==> config.mk <==
export PLATFORM = sky130hd
export DESIGN_NAME = itof_pipe
export DESIGN_NICKNAME = d
export VERILOG_FILES = /design/src/rtl/itof_pipe.sv
export SDC_FILE = /design/constraint.sdc
export NUM_CORES = 1
export LEC_CHECK = 0
export ABC_AREA = 1
export CAP_MARGIN = 25
export CORE_MARGIN = 3
export CORE_UTILIZATION = 30
export DETAILED_ROUTE_END_ITERATION = 8
export GPL_TIMING_DRIVEN = 0
export PLACE_DENSITY_LB_ADDON = 0.3
export SYNTH_ARGS = -nofsm -noshare
export SYNTH_HDL_FRONTEND = slang
export SYNTH_SLANG_ARGS = --single-unit
==> constraint.sdc <==
create_clock -name clk -period 8.6 [get_ports clk]
set_input_delay 1.72 -clock clk [delete_from_list [all_inputs] [get_ports clk]]
set_output_delay 1.72 -clock clk [all_outputs]
set_load 0.03 [all_outputs]
==> src/rtl/itof_pipe.sv <==
// Pipelined signed 32-bit integer to IEEE-754 single converter with valid/ready backpressure.
// Define ITOF_ROUND_TRUNC_EN for round-toward-zero; default is round-to-nearest-even.
module itof_pipe #(
  parameter int unsigned LAT = 3
) (
  input  logic        clk,
  input  logic        rst,
  input  logic        in_valid,
  output logic        in_ready,
  input  logic [31:0] in_data,
  output logic        out_valid,
  input  logic        out_ready,
  output logic [31:0] out_data
);

  localparam int unsigned FRAC_W = 23;
  localparam int unsigned EXP_W  = 8;
`ifdef ITOF_ROUND_TRUNC_EN
  localparam int unsigned NORM_LSB = 8;
`else
  localparam int unsigned NORM_LSB = 0;
`endif
  // norm keeps only the bits below the implicit leading one that rounding needs
  localparam int unsigned NORM_W = 31 - NORM_LSB;

  if (LAT != 3) begin : g_lat_check
    $error("itof_pipe: LAT must be 3");
  end

  // All stages move together; a stalled output freezes the whole pipe.
  logic adv;
  assign adv      = ~out_valid | out_ready;
  assign in_ready = adv;

  // Input capture
  logic        v0;
  logic [31:0] d0;

  // S1: sign / magnitude / zero
  logic        v1;
  logic        sign1;
  logic        zero1;
  logic [31:0] mag1;
  logic [31:0] mag_c;

  assign mag_c = d0[31] ? (32'd0 - d0) : d0;

  // S2: normalise
  logic              v2;
  logic              sign2;
  logic              zero2;
  logic [NORM_W-1:0] norm2;
  logic [EXP_W-1:0]  exp2;
  logic [4:0]        lz_c;
  logic [NORM_W-1:0] norm_c;
  logic [EXP_W-1:0]  exp_c;

  function automatic logic [4:0] lzc(input logic [31:0] x);
    lzc = 5'd31;
    for (int i = 0; i < 32; i++) begin
      if (x[i]) lzc = 5'(31 - i);
    end
  endfunction

  assign lz_c   = lzc(mag1);
  assign norm_c = NORM_W'((mag1 << lz_c) >> NORM_LSB);
  assign exp_c  = 8'd158 - 8'(lz_c);

  // S3: round and pack
  logic [FRAC_W-1:0] frac_c;
  logic              inc_c;
  logic [FRAC_W:0]   sum_c;
  logic [EXP_W-1:0]  exponent_c;
  logic [31:0]       result_c;

  assign frac_c = norm2[NORM_W-1 -: FRAC_W];

`ifdef ITOF_ROUND_TRUNC_EN
  assign inc_c = 1'b0;
`else
  logic guard_c;
  logic sticky_c;
  assign guard_c  = norm2[7];
  assign sticky_c = |norm2[6:0];
  assign inc_c    = guard_c & (sticky_c | frac_c[0]);
`endif

  // A carry out of the fraction leaves frac = 0, which is exactly the low bits of the sum.
  assign sum_c      = {1'b0, frac_c} + (FRAC_W + 1)'(inc_c);
  assign exponent_c = exp2 + EXP_W'(sum_c[FRAC_W]);
  assign result_c   = zero2 ? 32'h0000_0000 : {sign2, exponent_c, sum_c[FRAC_W-1:0]};

  always_ff @(posedge clk) begin
    if (rst) begin
      v0        <= 1'b0;
      d0        <= '0;
      v1        <= 1'b0;
      sign1     <= 1'b0;
      zero1     <= 1'b0;
      mag1      <= '0;
      v2        <= 1'b0;
      sign2     <= 1'b0;
      zero2     <= 1'b0;
      norm2     <= '0;
      exp2      <= '0;
      out_valid <= 1'b0;
      out_data  <= 32'h0;
    end else if (adv) begin
      v0        <= in_valid;
      d0        <= in_data;
      v1        <= v0;
      sign1     <= d0[31];
      zero1     <= (d0 == 32'd0);
      mag1      <= mag_c;
      v2        <= v1;
      sign2     <= sign1;
      zero2     <= zero1;
      norm2     <= norm_c;
      exp2      <= exp_c;
      out_valid <= v2;
      if (v2) out_data <= result_c;
    end
  end

endmodule

[Word-level counts from Yosys, hierarchy flattened]
Index checks and enable logic that the tools add are counted.
Storage, ports and cells
  flip-flop bits (word level): 143
  latch bits: 0
  memory bits (writable): 0
  bits in read-only memories: 0
  logic and storage cells: 58
  memories kept: 0
Cells by class
  $add $sub $neg: 4
  multiply operators: 0
  divide/modulo/power cells: 0
  magnitude comparators: 0
  eq/ne operators: 0
  shifts and indexed selects: 1
  muxes and demuxes: 33
  bitwise operators: 4
  reductions and logical operators: 3
Operators with widths (number)
  $mux W5: 29
  $mux W32: 2
  $logic_not A32 Y1: 1
  $shl A32 B5 Y31: 1
  $sub A1 B32 Y32 const A: 1
  $add A23 B1 Y24: 1
  $add A8 B1 Y8: 1
  $sub A8 B5 Y8 const A: 1
  $reduce_or A7 Y1: 1
  $mux W2: 1
  $or A1 B1 Y1: 2
  $reduce_and A2 Y1: 1
  $and A1 B1 Y1: 1
  $mux W1: 1
  $not A1 Y1: 1

[Logic depth before layout (Yosys ltp)]
  depth in word-level cells: 32
  mapped depth: 41

[Least setup slack after synthesis]
Ideal clock, no wire load.
  path kind: in2out
  from: input port out_ready
  to: output port in_ready
  data arrival time: 2.652 ns
  path slack: 4.228 ns
  stages: 4
  buffers on the path: 2
  cells stage by stage: nor2_1 -> inv_1 -> clkbuf_1 -> buf_1
On the way
  longest elaborated chain between the ends: 1
RTL lines
  from (decl): line 12  | input logic out_ready,
  $or A1 B1 Y1: line 32  | assign adv = ~out_valid | out_ready;
  to (decl): line 9  | output logic in_ready,
Every way passes these cells.

[Worst setup path after layout]
Ends and elaborated chain as after synthesis.

==> summary.txt <==
Clocking
  • CTS Sinks: 143
  • Clock Path Buffers: 2
  • H-tree levels: 4
  • Cts bufs inserted: 17
  • Post-CTS sizing: 0
  • Clk root buf: clkbuf_16
  • Skew-Pair Late Insertion Delay: 0.43 ns
  • Reg clk slew, reported paths: 0.06 ns
  • Post-CTS Setup Inserts: 0
  • # hold bufs at CTS: 0
  • CTS tree: built

Timing
  • Final WS setup: 2.453 ns
  • Max-Slew Margin vs Limit: 43.12%
  • Final setup viols: 0
  • Max frequency: between 150 and 200 MHz
  • Final Hold Fails: 0
  • Worst Skew: between 0.015 and 0.02 ns
  • Hold_ws: roughly 0.46 ns
  • Pins Over Slew Limit: 0
  • Final Cycle Share: ~70%
  • Measured slew at the worst slew-check pin: 0.8500 ns
  • Sum of negative setup slack: 0 ns
  • Period minus WS final: 6.147 ns
  • RSZ-0062 raised after global routing: false

Setup path
  • Worst path required time: 6.88 ns
  • Critical Path AT: 4.43 ns
  • CP Launch Type: input pin
  • CP Class: input pin to output pin
  • CP Capture Type: output pin
  • Worst-path maximum fanout: 10

Layout
  • # fillers: 2883
  • Layout cells sized above 1: 4.313%
  • Multi-input gate area: 0.004433 sq mm
  • Ant. Diodes: 0
  • Final #Nets: 1422
  • Register area: 0.002863 sq mm
  • Synth-to-layout area growth: 20.70%

Synth
  • #FFs+latches synth: 143
  • Post-Syn Area: 0.008172 sq mm
  • Synth top area share: 35.03%
  • Synth area leader: dfxtp_1
  • Unique masters post-synth: between 40 and 50
  • Sequential-to-total area share from yosys stat: 35.03%
  • Synthesized area per cell: 6.315 sq um
  • Mapped Nets: 1335
  • Dominant cells by area after synthesis: dfxtp_1, nand2_1, nand3_1
  • Synth Instances: 1294
  • Synth Warn #: 0

Power and ir drop
  • Overall Power: about 2.3 mW
  • Peak VDD IR: around 110 uV
  • Leakage: approximately 4.3 nW
  • Power per standard cell area: between 200 and 250 mW/mm^2

Global routing
  • Global-route wire length before repair: 46.00 mm
  • Initial antenna violation count: 0
  • GR Overflow Total: 0
  • Largest net degree at the start of global routing: 17
  • Number of global-route vias before repair: roughly 8300
  • GR Util All Layers: 20.15%

Floorplan
  • Core area: 0.02643 sq mm
  • Die X: 171.0 um
  • Die H: 171.0 um
  • I/O pin total: 70
  • Die Footprint: just under 0.03 sq mm
  • # rows: between 50 and 60
  • Starting Density: 30.92%

Place
  • Port bufs: around 70
  • Setup WS pre-CTS: approximately 2.5 ns
  • Dpl hpwl: ~23 mm
  • GP Congestion: about 0.96

Route
  • Starting DRT DRC Count: ~970
  • DR pass1 iterations: 6
  • Routed vias/inst: 5.141
  • Final ANT Viol Nets: 0
  • WL final: 29.12 mm
  • DR vias: roughly 8900
  • Wire per inst: 16.87 um
  • Post-route DRC: 0

Min path
  • Worst hold path type: flop to flop

Outcome
  • Status: finished clean

Run
  • Max Cap Viol: 0
## where the power goes
group / internal, mW / leakage [nW] / switching (mW) / total (mW)
clock network: 0.467 / 0.291 / 0.304 / 0.771
logic: 0.217 / 2.86 / 0.467 / 0.685
registers: 0.734 / 1.18 / 0.0764 / 0.810
## final timing paths
kind                                           startpoint                         to  slack, ns  cells past startpoint
worst max-delay path                            out_ready                   in_ready       2.45                      6
worst min-delay path            out_data[16]$_SDFFE_PP0P_  out_data[16]$_SDFFE_PP0P_       0.46                      2
worst min register to register  out_data[16]$_SDFFE_PP0P_  out_data[16]$_SDFFE_PP0P_       0.46                      2
worst max register to register      norm2[8]$_SDFFE_PP0N_  out_data[30]$_SDFFE_PP0P_       4.87                     22
## cells in the mapped netlist, drive strengths merged
master / instances
dfxtp: 143
inv: 151
nor2: 125
nand3: 223
o31ai: 1
a211oi: 2
or2: 9
o21ai: 69
o311ai: 1
a31oi: 4
o21bai: 1
o221ai: 26
clkbuf: 55
a21boi: 2
nand3b: 2
buf: 19
o41ai: 1
nand2: 301
a21oi: 91
ha: 5
nor4: 7
a22oi: 3
nand4: 12
xnor2: 1
o211a: 1
o211ai: 10
or3b: 1
clkinv: 1
xor2: 6
nor3: 21
## final cells by class
class | instances | area share [%]
Tap cell | 335 | 4.250
Sequential cell | 143 | 29.02
Buffer | 74 | 3.095
Timing Repair Buffer | 68 | 6.901
Clock inverter | 10 | 1.408
Clock buffer | 19 | 4.592
Multi-Input combinational cell | 925 | 44.94
Inverter | 152 | 5.785
## logic make-up after synthesis
group | after synthesis | synth area share, %
XOR/XNOR | 7 | 0.7503
flip-flops | 143 | 35.03
adder cells (fa/ha/maj) | 5 | 0.7656
buffers and inverters | 226 | 10.72
AO/OA/AOI/OAI | 212 | 15.10
AND/OR/NAND/NOR | 701 | 37.64
## flip-flops by register name (all words and copies together) (netlist names)
| signal | cells |
|---|---|
| v2 | 1 |
| out_valid | 1 |
| norm2 | 31 |
| zero2 | 1 |
| exp2 | 8 |
| out_data | 32 |
| v0 | 1 |
| mag1 | 32 |
| v1 | 1 |
| d0 | 32 |
| sign1 | 1 |
| zero1 | 1 |
| sign2 | 1 |
## cell usage in the layout, fill, tap and decap left out, types with 4 or more instances in the layout
cell / Yosys / layout
o221ai_1: 26 / 26
nand4_1: 12 / 12
dfxtp_1: 143 / 143
clkdlybuf4s50_1: 0 / 68
xor2_1: 6 / 6
nor3_2: 7 / 7
o21ai_1: 4 / 4
buf_1: 11 / 11
or2_2: 7 / 7
nand2_1: 299 / 299
nor2_1: 125 / 125
o211ai_1: 10 / 10
buf_2: 4 / 4
clkbuf_16: 0 / 17
ha_1: 5 / 5
o21ai_0: 65 / 65
a21oi_1: 90 / 90
inv_1: 148 / 148
nand3_1: 223 / 223
clkbuf_1: 55 / 55
nor4_1: 7 / 7
nor3_1: 13 / 13
## per-layer routing
metal	GRT usage [%]	up-vias	share of wire [%]
met5	0	-	0
met4	5.738	0	2.5
met3	2.981	46	5.4
met2	33.72	289	46
met1	27.06	4085	46
li1	-	4454	-
## worst max-delay path, stage by stage
cell and delay [ns]:
clkdlybuf4s50_1 0.39, nor2_1 0.66, inv_1 0.19, clkbuf_1 0.34
buf_1 0.41, clkdlybuf4s50_1 0.70
## metrics by stage
step	cell area (sq um)	instances	util, %
after floorplan	8172	1294	-
after global placement	9271	1697	35.08
after detailed placement	9271	1697	35.08
after CTS	9863	1726	37.32
after global routing	9863	1726	37.32
final	9863	1726	37.32
Power figures use the tool's default switching activity.
